### config.mk
export PLATFORM = sky130hd
export DESIGN_NAME = seq_control_unit
export DESIGN_NICKNAME = d
export VERILOG_FILES = /design/src/rtl/seq_control_unit.sv
export SDC_FILE = /design/constraint.sdc
export NUM_CORES = 1
export LEC_CHECK = 0
export CORE_AREA = 4 4 67 69
export DETAILED_ROUTE_END_ITERATION = 8
export DIE_AREA = 0 0 71 73
export PLACE_DENSITY_LB_ADDON = 0.15
export SLEW_MARGIN = 0
export SYNTH_ARGS = -nofsm -noshare
export SYNTH_HDL_FRONTEND = slang
export SYNTH_SLANG_ARGS = --single-unit
### constraint.sdc
create_clock -name clk -period 5.6 [get_ports clk]
set_clock_uncertainty 0.2 [all_clocks]
set_input_delay 0.84 -clock clk [delete_from_list [all_inputs] [get_ports clk]]
set_output_delay 0.84 -clock clk [all_outputs]
set_load 0.02 [all_outputs]
### src/rtl/seq_control_unit.sv
// ---------------------------------------------------------------------------
// seq_control_unit
//   Fetch/decode/execute sequencer for the downsampling processor. Steps the
//   program counter, drives the instruction-memory read, handshakes with data
//   memory, issues ALU operations and runs the zero-flag register protocol for
//   conditional jumps. Only one datapath resource is enabled per state.
//
// Ports
//   clk       in   clock, all state on rising edge
//   RST       in   asynchronous active-high reset
//   start     in   begin execution at PC 0 (sampled in IDLE / HALT)
//   instr_in  in   instruction memory data, valid the cycle after imem_rd
//   imem_rd   out  instruction memory read strobe
//   pc_out    out  instruction address
//   alu_op    out  ALU function: 0 ADD, 1 SUB, 2 INC, 3 PASS
//   alu_start out  ALU executes this cycle
//   z_alu_en  out  zero register captures ALU zero this cycle
//   z_out_en  out  zero register drives its value on next edge
//   z_in      in   zero register output
//   dm_req    out  data memory request, held until dm_ack
//   dm_we     out  1 write, 0 read; stable while dm_req
//   dm_addr   out  data memory address; stable while dm_req
//   dm_ack    in   data memory completion pulse
//   busy      out  high in every state except IDLE and HALT
//   done      out  one-cycle pulse on entry to HALT
// ---------------------------------------------------------------------------
module seq_control_unit #(
    parameter int PC_W    = 12,
    parameter int INSTR_W = 16
) (
    input  logic               clk,
    input  logic               RST,
    input  logic               start,
    input  logic [INSTR_W-1:0] instr_in,
    output logic               imem_rd,
    output logic [PC_W-1:0]    pc_out,
    output logic [2:0]         alu_op,
    output logic               alu_start,
    output logic               z_alu_en,
    output logic               z_out_en,
    input  logic               z_in,
    output logic               dm_req,
    output logic               dm_we,
    output logic [PC_W-1:0]    dm_addr,
    input  logic               dm_ack,
    output logic               busy,
    output logic               done
);

    typedef enum logic [2:0] {
        S_IDLE, S_FETCH, S_LATCH, S_EXEC, S_MEM, S_ZREQ, S_ZEVAL, S_HALT
    } state_t;

    localparam logic [3:0] OP_NOP   = 4'h0;
    localparam logic [3:0] OP_LOAD  = 4'h1;
    localparam logic [3:0] OP_STORE = 4'h2;
    localparam logic [3:0] OP_ADD   = 4'h3;
    localparam logic [3:0] OP_SUB   = 4'h4;
    localparam logic [3:0] OP_INC   = 4'h5;
    localparam logic [3:0] OP_PASS  = 4'h6;
    localparam logic [3:0] OP_JMP   = 4'h7;
    localparam logic [3:0] OP_JZ    = 4'h8;
    localparam logic [3:0] OP_JNZ   = 4'h9;
    localparam logic [3:0] OP_HALT  = 4'hF;

    state_t               r_state;
    state_t               w_next;
    logic [PC_W-1:0]      r_pc;
    logic [INSTR_W-1:0]   r_ir;
    logic                 r_done;

    logic [3:0]           w_opcode;
    logic [PC_W-1:0]      w_operand;
    logic                 w_is_alu;
    logic                 w_take;

    assign w_opcode  = r_ir[INSTR_W-1 -: 4];
    assign w_operand = r_ir[PC_W-1:0];
    assign w_is_alu  = (w_opcode == OP_ADD) || (w_opcode == OP_SUB) ||
                       (w_opcode == OP_INC) || (w_opcode == OP_PASS);
    // JZ branches on zero set, JNZ on zero clear.
    assign w_take    = (w_opcode == OP_JZ) ? z_in : ~z_in;

    // State, PC, IR and the done pulse register.
    always_ff @(posedge clk or posedge RST) begin
        if (RST) begin
            r_state <= S_IDLE;
            r_pc    <= '0;
            r_ir    <= '0;
            r_done  <= 1'b0;
        end else begin
            r_state <= w_next;
            // done is high only for the first cycle spent in HALT.
            r_done  <= (w_next == S_HALT) && (r_state != S_HALT);
            case (r_state)
                S_IDLE, S_HALT: if (start) r_pc <= '0;
                S_LATCH: begin
                    r_ir <= instr_in;
                    r_pc <= r_pc + PC_W'(1);
                end
                S_EXEC:  if (w_opcode == OP_JMP) r_pc <= w_operand;
                S_ZEVAL: if (w_take) r_pc <= w_operand;
                default: ;
            endcase
        end
    end

    // Next-state logic.
    always_comb begin
        w_next = r_state;
        case (r_state)
            S_IDLE:  if (start) w_next = S_FETCH;
            S_FETCH: w_next = S_LATCH;
            S_LATCH: w_next = S_EXEC;
            S_EXEC: begin
                case (w_opcode)
                    OP_LOAD, OP_STORE: w_next = S_MEM;
                    OP_JZ, OP_JNZ:     w_next = S_ZREQ;
                    OP_HALT:           w_next = S_HALT;
                    // NOP, ALU ops, JMP and undefined opcodes return to fetch.
                    default:           w_next = S_FETCH;
                endcase
            end
            S_MEM:   if (dm_ack) w_next = S_FETCH;
            S_ZREQ:  w_next = S_ZEVAL;
            S_ZEVAL: w_next = S_FETCH;
            S_HALT:  if (start) w_next = S_FETCH;
            default: w_next = S_IDLE;
        endcase
    end

    // Outputs decode registered state only, so reset clears them at once.
    always_comb begin
        imem_rd   = 1'b0;
        pc_out    = r_pc;
        alu_op    = 3'd0;
        alu_start = 1'b0;
        z_alu_en  = 1'b0;
        z_out_en  = 1'b0;
        dm_req    = 1'b0;
        dm_we     = 1'b0;
        dm_addr   = '0;
        busy      = (r_state != S_IDLE) && (r_state != S_HALT);
        done      = r_done;
        case (r_state)
            S_FETCH: imem_rd = 1'b1;
            S_EXEC: begin
                if (w_is_alu) begin
                    alu_start = 1'b1;
                    z_alu_en  = 1'b1;
                    alu_op    = 3'(w_opcode - OP_ADD);
                end
            end
            S_MEM: begin
                dm_req  = 1'b1;
                dm_we   = (w_opcode == OP_STORE);
                dm_addr = w_operand;
            end
            // z_out_en lives in its own state, so it never meets z_alu_en.
            S_ZREQ:  z_out_en = 1'b1;
            default: ;
        endcase
    end

endmodule

==> flow_results.xml, run 1 <==
<?xml version="1.0" encoding="UTF-8"?>
<metrics>
  <group name="pwr">
    <metric name="pwr_density_cell" unit="nW/µm²">517</metric>
    <metric name="power.switching" unit="µW">599</metric>
    <metric name="power.share.clock" unit="">0.163</metric>
    <metric name="power.leakage" unit="nW">1.09</metric>
    <metric name="share_seq_of_total_power" unit="">0.352</metric>
    <metric name="totalPowerFinal" unit="mW">1.34</metric>
    <metric name="cellInternalPower" unit="µW">736</metric>
    <metric name="switching_fraction" unit="">0.449</metric>
    <metric name="vdd_ir_drop_max" unit="mV">0.223</metric>
    <metric name="power.combinational.fraction" unit="">0.486</metric>
  </group>
  <group name="place">
    <metric name="gp_congestion" unit="">0.868</metric>
    <metric name="placedCellCount" unit="">327</metric>
    <metric name="dp_hpwl" unit="µm">3470</metric>
    <metric name="number_of_buffer_cells_added_on_primary_ports" unit="">55</metric>
    <metric name="postPlaceCellArea" unit="µm²">2470</metric>
    <metric name="dp_slack" unit="ns">1.98</metric>
  </group>
  <group name="layout">
    <metric name="final_core_utilization" unit="">0.660</metric>
    <metric name="final_cell_area" unit="µm²">2580</metric>
    <metric name="drive_gt1_frac" unit="">0.0456</metric>
    <metric name="final_std_cells_w_o_fill" unit="">335</metric>
    <metric name="area_delta_synth_final" unit="%">33.9</metric>
    <metric name="num-nets-final" unit="">310</metric>
    <metric name="final_common_cell" unit="">sky130_fd_sc_hd__nand2_1</metric>
    <metric name="layout_common_cells" unit="">sky130_fd_sc_hd__nand2_1, sky130_fd_sc_hd__clkdlybuf4s50_1, sky130_fd_sc_hd__dfrtp_1, sky130_fd_sc_hd__and2_1</metric>
    <metric name="diodes" unit="">0</metric>
  </group>
  <group name="logic_synthesis">
    <metric name="net_count_after_synthesis" unit="">261</metric>
    <metric name="avgSynthCellArea" unit="µm²">8.21</metric>
    <metric name="number_of_enable_flip_flop_cells_after_synthesis" unit="">0</metric>
    <metric name="synth.cell_area" unit="µm²">1930</metric>
    <metric name="async_flop_share" unit="">1.00</metric>
    <metric name="yosys.cell_types.count" unit="">40</metric>
    <metric name="ys.warnings.count" unit="">0</metric>
    <metric name="ys_seq_area_frac" unit="">0.415</metric>
    <metric name="gate_count_of_the_mapped_netlist" unit="">235</metric>
    <metric name="synth_area_leaders" unit="">sky130_fd_sc_hd__dfrtp_1, sky130_fd_sc_hd__nand2_1, sky130_fd_sc_hd__and2_1</metric>
    <metric name="post_synth_top_area_cell" unit="">sky130_fd_sc_hd__dfrtp_1</metric>
    <metric name="synth_top_cell_area_share" unit="">0.415</metric>
    <metric name="synth.ff_latch_count" unit="">32</metric>
    <metric name="most_used_flip_flop_cell_after_synthesis" unit="">sky130_fd_sc_hd__dfrtp_1</metric>
  </group>
  <group name="worst_setup_path">
    <metric name="cp-end-kind" unit="">primary output</metric>
    <metric name="start_kind" unit="">flip-flop</metric>
    <metric name="worst_ep_required_time" unit="ns">4.56</metric>
    <metric name="critPathMaxFanout" unit="">15</metric>
    <metric name="crit_path_top_delay_cell" unit="">sky130_fd_sc_hd__nor3_1</metric>
    <metric name="cp_cell_sequence" unit="">inv_1 -&gt; nor3_1 -&gt; and3_1 -&gt; clkdlybuf4s50_1</metric>
    <metric name="cp.arrival" unit="ns">2.85</metric>
    <metric name="critical-path-max-stage-delay" unit="ns">0.91</metric>
    <metric name="worstSetupPathType" unit="">flip-flop to primary output</metric>
  </group>
  <group name="run">
    <metric name="max-cap-violations" unit="">0</metric>
  </group>
  <group name="die">
    <metric name="die_wd" unit="µm">71</metric>
    <metric name="floorplan.core_area" unit="µm²">3910</metric>
    <metric name="initial_core_utilization" unit="">0.493</metric>
    <metric name="placementRows" unit="">23</metric>
    <metric name="die_area" unit="µm²">5180</metric>
    <metric name="io_pins" unit="">56</metric>
    <metric name="dieHeight" unit="µm">73</metric>
  </group>
  <group name="sta">
    <metric name="finalSetupTns" unit="ns">0</metric>
    <metric name="timing.final.setup_violations" unit="">0</metric>
    <metric name="worst_pin_slew" unit="ns">1.17</metric>
    <metric name="maxSlewViolCount" unit="">0</metric>
    <metric name="worst_slew_margin_rel" unit="">0.214</metric>
    <metric name="timing.hold.ws" unit="ns">0.316</metric>
    <metric name="fin_ws" unit="ns">1.71</metric>
    <metric name="post-route-period-util" unit="">0.695</metric>
    <metric name="finalHoldViolations" unit="">0</metric>
    <metric name="post-route-min-period" unit="ns">3.89</metric>
    <metric name="setup_repair_after_global_routing_missed_its_margin" unit="">false</metric>
    <metric name="maxClockFrequency" unit="GHz">0.257</metric>
  </group>
  <group name="run_status">
    <metric name="outcome" unit="">finished clean</metric>
  </group>
  <group name="detailed_routing">
    <metric name="final_wl" unit="µm">4940</metric>
    <metric name="remaining_drc_errors" unit="">0</metric>
    <metric name="wire_per_inst" unit="µm">14.7</metric>
    <metric name="number_of_design_rule_violations_left_by_the_first_detailed_router_iteration" unit="">219</metric>
    <metric name="vias" unit="">1866</metric>
    <metric name="viasPerCell" unit="">5.57</metric>
    <metric name="antenna_left" unit="">0</metric>
    <metric name="detail_route.first_pass.iterations" unit="">4</metric>
  </group>
  <group name="clock_tree">
    <metric name="cts_sinks" unit="">32</metric>
    <metric name="clock-root-buffer" unit="">sky130_fd_sc_hd__clkbuf_8</metric>
    <metric name="clock_latency" unit="ns">0.29</metric>
    <metric name="clock_input_transition_at_the_sequential_cells_of_the_worst_setup_and_hold_paths" unit="ns">0.06</metric>
    <metric name="cts.htree.levels" unit="">2</metric>
    <metric name="cts-resized-gates" unit="">0</metric>
    <metric name="hold_buffers" unit="">0</metric>
    <metric name="clock_path_buffers" unit="">2</metric>
    <metric name="tritoncts.num_buffers" unit="">5</metric>
    <metric name="post_cts.repair.setup_buffers" unit="">0</metric>
    <metric name="cts_tree" unit="">yes</metric>
  </group>
  <group name="global_routing">
    <metric name="globalRoute.totalOverflow" unit="">0</metric>
    <metric name="grt_first_pass_wirelength" unit="µm">8400</metric>
    <metric name="initial_antenna_violation_count" unit="">0</metric>
    <metric name="first_global_vias" unit="">1725</metric>
    <metric name="groute.usage.overall" unit="">0.206</metric>
    <metric name="grt_max_degree" unit="">33</metric>
  </group>
  <group name="min_path">
    <metric name="min-delay-path-class" unit="">flip-flop to flip-flop</metric>
  </group>
</metrics>
## cell usage after synthesis (all sizes together) (2+ instances only)
library cell	n
nor3	8
nand3	8
o211ai	4
nand2	61
nor2	12
and2	14
clkbuf	3
a22oi	5
a32oi	2
o221ai	9
nor3b	3
o21ai	9
nand3b	4
o2111ai	2
buf	12
ha	5
and3	2
inv	10
a21oi	12
dfrtp	32
nor4	3
## critical path: cells and delay by family (launching register included)
kind                   cells  cell delay (ns)
flip-flops                 1             0.61
buffers and inverters      2             0.76
AND/OR/NAND/NOR            2             1.19
## final cells by class
| cell class | instances | area (µm²) |
|---|---|---|
| clock buffers | 6 | 72.6 |
| clock inverters | 2 | 35.0 |
| fillers | 359 | 1330 |
| inverters | 10 | 37.5 |
| multi-input cells | 178 | 1010 |
| flip-flops and latches | 32 | 801 |
| well taps | 50 | 62.6 |
| repair buffers | 57 | 566 |
## cells by family (layout without fill, tap and decap cells)
kind of cell	count (synthesis)	count (layout)	synth area share
AO/OA/AOI/OAI	47	47	0.168
XOR/XNOR	2	2	0.00908
adder cells (fa/ha/maj)	5	5	0.0324
buffers and inverters	25	75	0.0623
flip-flops	32	32	0.415
multiplexers	2	2	0.0110
AND/OR/NAND/NOR	122	122	0.302
## registers in the layout, summed over array words and instances (netlist names)
name,count
done,1
pc_out,12
r_ir,16
r_state,3
## power by group through the flow
stage	Combinational (mW)	Sequential [mW]	Clock (mW)
2_1_floorplan	0.477	0.433	0
3_3_place_gp	0.636	0.466	0
3_5_place_dp	0.648	0.471	0
4_1_cts	0.651	0.467	0.221
5_1_grt	0.724	0.491	0.233
6_report	0.648	0.470	0.217
## final timing paths
kind	cells after the start	slack, ns	endpoint	startpoint
max	4	1.71	dm_we	r_state[2]
min in group asynchronous	3	0.74	pc_out[3]	RST
min reg2reg	2	0.32	r_ir[11]	r_ir[11]
max in group asynchronous	3	4.17	done	RST
min	2	0.32	r_ir[11]	r_ir[11]
max reg2reg	4	2.90	pc_out[1]	r_state[1]
## layer usage
| metal | vias to the layer above | part of all wire | global-route usage |
|---|---|---|---|
| li1 | 914 | - | - |
| met1 | 866 | 0.47 | 0.287 |
| met2 | 75 | 0.44 | 0.309 |
| met3 | 11 | 0.068 | 0.0482 |
| met4 | 0 | 0.019 | 0.0814 |
| met5 | - | 0 | 0 |
(Power assumes the default switching activity.)
==> inputs of run 2 (changes only) <==
- CORE_AREA: 4 4 67 69 -> 4 4 70 72
- DIE_AREA: 0 0 71 73 -> 0 0 74 76
- clock period: 5.6 -> 3.7 ns (I/O delays scaled with it)
==> run 2 against run 1 <==
  * Clock-buffer cell count unchanged
  * Global-route usage fell by 2.4 points
  * Critical endpoint is now alu_op[1]
  * Non-clock buffer count is 2 higher
  * Core utilization fell by 6.0 points
==> flow_results.xml, run 2 (synthesized netlist as in run 1, its figures left out) <==
<?xml version="1.0" encoding="UTF-8"?>
<metrics>
  <group name="run_status">
    <metric name="outcome" unit="">finished clean</metric>
  </group>
  <group name="die">
    <metric name="floorplan.core_area" unit="µm²">4290</metric>
    <metric name="initial_core_utilization" unit="">0.449</metric>
    <metric name="die_wd" unit="µm">74</metric>
    <metric name="die_area" unit="µm²">5620</metric>
    <metric name="io_pins" unit="">56</metric>
    <metric name="placementRows" unit="">24</metric>
    <metric name="dieHeight" unit="µm">76</metric>
  </group>
  <group name="global_routing">
    <metric name="initial_antenna_violation_count" unit="">0</metric>
    <metric name="grt_max_degree" unit="">33</metric>
    <metric name="first_global_vias" unit="">1717</metric>
    <metric name="grt_first_pass_wirelength" unit="µm">8220</metric>
    <metric name="globalRoute.totalOverflow" unit="">0</metric>
    <metric name="groute.usage.overall" unit="">0.182</metric>
  </group>
  <group name="layout">
    <metric name="layout_common_cells" unit="">sky130_fd_sc_hd__nand2_1, sky130_fd_sc_hd__clkdlybuf4s50_1, sky130_fd_sc_hd__dfrtp_1, sky130_fd_sc_hd__and2_1</metric>
    <metric name="area_occupied_by_multi_input_gates" unit="µm²">1010</metric>
    <metric name="final_common_cell" unit="">sky130_fd_sc_hd__nand2_1</metric>
    <metric name="area_delta_synth_final" unit="%">33.5</metric>
    <metric name="register_name_with_the_most_flops" unit="">r_ir</metric>
    <metric name="fill_cells" unit="">396</metric>
    <metric name="drive_gt1_frac" unit="">0.0490</metric>
    <metric name="final_cell_area" unit="µm²">2580</metric>
    <metric name="register_area" unit="µm²">801</metric>
    <metric name="diodes" unit="">0</metric>
    <metric name="num-nets-final" unit="">312</metric>
    <metric name="largest_register_ffs" unit="">16</metric>
  </group>
  <group name="worst_setup_path">
    <metric name="path_buf_inv" unit="">3</metric>
    <metric name="critical-path-max-stage-delay" unit="ns">0.60</metric>
    <metric name="worstSetupPathDepth" unit="">7</metric>
    <metric name="reg2regPathDepth" unit="">5</metric>
    <metric name="cp_cell_sequence" unit="">inv_1 -&gt; ha_1 -&gt; nor3_1 -&gt; a2111o_1 -&gt; inv_1 -&gt; and2_1 -&gt; clkdlybuf4s50_1</metric>
    <metric name="worstSetupPathType" unit="">flip-flop to primary output</metric>
    <metric name="cp-end-kind" unit="">primary output</metric>
    <metric name="start_kind" unit="">flip-flop</metric>
    <metric name="worst_ep_required_time" unit="ns">2.94</metric>
    <metric name="cp.arrival" unit="ns">2.36</metric>
    <metric name="critPathMaxFanout" unit="">4</metric>
    <metric name="timing.critical_path.mode_cell" unit="">sky130_fd_sc_hd__inv_1</metric>
    <metric name="timing.critical_path.max_delay_family" unit="">buffers and inverters</metric>
    <metric name="crit_path_top_delay_cell" unit="">sky130_fd_sc_hd__clkdlybuf4s50_1</metric>
  </group>
  <group name="pwr">
    <metric name="pwr_density_cell" unit="nW/µm²">750</metric>
    <metric name="vdd_ir_drop_max" unit="mV">0.309</metric>
    <metric name="power.leakage" unit="nW">1.09</metric>
  </group>
  <group name="sta">
    <metric name="post-route-period-util" unit="">0.843</metric>
    <metric name="post-route-min-period" unit="ns">3.12</metric>
    <metric name="timing.final.setup_violations" unit="">0</metric>
    <metric name="maxSlewViolCount" unit="">0</metric>
    <metric name="finalHoldViolations" unit="">0</metric>
    <metric name="maxClockFrequency" unit="GHz">0.321</metric>
    <metric name="worst_slew_margin_rel" unit="">0.578</metric>
    <metric name="setup_repair_after_global_routing_missed_its_margin" unit="">false</metric>
    <metric name="finalSetupTns" unit="ns">0</metric>
    <metric name="worst_pin_slew" unit="ns">0.628</metric>
  </group>
  <group name="clock_tree">
    <metric name="cts_sinks" unit="">32</metric>
    <metric name="clock_path_buffers" unit="">2</metric>
    <metric name="tritoncts.num_buffers" unit="">5</metric>
    <metric name="hold_buffers" unit="">0</metric>
    <metric name="clock-root-buffer" unit="">sky130_fd_sc_hd__clkbuf_8</metric>
    <metric name="cts-resized-gates" unit="">0</metric>
    <metric name="cts.htree.levels" unit="">2</metric>
    <metric name="cts_tree" unit="">yes</metric>
    <metric name="clock_input_transition_at_the_sequential_cells_of_the_worst_setup_and_hold_paths" unit="ns">0.06</metric>
    <metric name="clock_latency" unit="ns">0.27</metric>
    <metric name="post_cts.repair.setup_buffers" unit="">0</metric>
  </group>
  <group name="place">
    <metric name="dp_hpwl" unit="µm">3360</metric>
    <metric name="number_of_buffer_cells_added_on_primary_ports" unit="">55</metric>
    <metric name="gp_congestion" unit="">0.799</metric>
    <metric name="postPlaceCellArea" unit="µm²">2500</metric>
  </group>
  <group name="run">
    <metric name="max-cap-violations" unit="">0</metric>
  </group>
  <group name="min_path">
    <metric name="cells_on_worst_hold_path" unit="">2</metric>
    <metric name="min-delay-path-class" unit="">flip-flop to flip-flop</metric>
  </group>
  <group name="detailed_routing">
    <metric name="vias" unit="">1820</metric>
    <metric name="number_of_design_rule_violations_left_by_the_first_detailed_router_iteration" unit="">253</metric>
    <metric name="remaining_drc_errors" unit="">0</metric>
    <metric name="antenna_left" unit="">0</metric>
    <metric name="final_wl" unit="µm">4740</metric>
    <metric name="wire_per_inst" unit="µm">14.0</metric>
    <metric name="detail_route.first_pass.iterations" unit="">4</metric>
    <metric name="viasPerCell" unit="">5.38</metric>
  </group>
</metrics>
[run 2: cell count changes in the layout (fill, tap and decap cells not counted), sizes merged]
cell    change
buf         +2
bufinv      -1
[run 2: area by class of cell]
cell class | instances | share of cell area
timing repair buffer | 59 | 0.225
multi-input combinational | 178 | 0.394
sequential | 32 | 0.311
tap | 52 | 0.0253
inverter | 10 | 0.0146
clock buffer | 6 | 0.0282
clock inverter | 1 | 0.00194
[run 2: through the flow]
stage	utilization	cells	hold WS, ns	setup slack, ns	power [mW]
floorplan	-	235	0.258	1.36	1.38
CTS	0.600	338	0.298	0.555	1.95
detailed placement	0.582	331	0.284	0.853	1.70
finish	0.600	338	0.292	0.582	1.93
global route	0.600	338	0.351	0.445	2.12
global placement	0.582	331	0.284	0.964	1.68
[run 2: where the power goes]
| group | switching [mW] | internal (mW) | total [mW] |
|---|---|---|---|
| sequential | 0.208 | 0.498 | 0.706 |
| clock | 0.115 | 0.128 | 0.243 |
| combinational | 0.555 | 0.429 | 0.983 |
| total | 0.878 | 1.05 | 1.93 |
[run 2: worst paths after layout]
check                           startpoint   endpoint  slack [ns]
worst max register to register  r_state[1]  pc_out[1]        1.23
worst min register to register     r_ir[1]    r_ir[1]        0.29
worst min-delay path               r_ir[1]    r_ir[1]        0.29
min in group asynchronous              RST   r_ir[15]        0.47
max in group asynchronous              RST    r_ir[4]        2.53
worst max-delay path              r_ir[12]  alu_op[1]        0.58
[run 2: worst reg2reg max path, delay by kind of cell, from the launching register on]
family,cells,cell delay (ns)
flops,1,0.54
compound gates,2,0.75
mux,1,0.38
simple gates,1,0.23
buf+inv,1,0.25
[run 2: layer usage]
layer / routed length, µm / GRT usage / vias up
li1: - / - / 923
met1: 2270 / 0.271 / 819
met2: 2120 / 0.261 / 70
met3: 269 / 0.0343 / 8
met4: 87 / 0.0652 / 0
met5: 0 / 0 / -
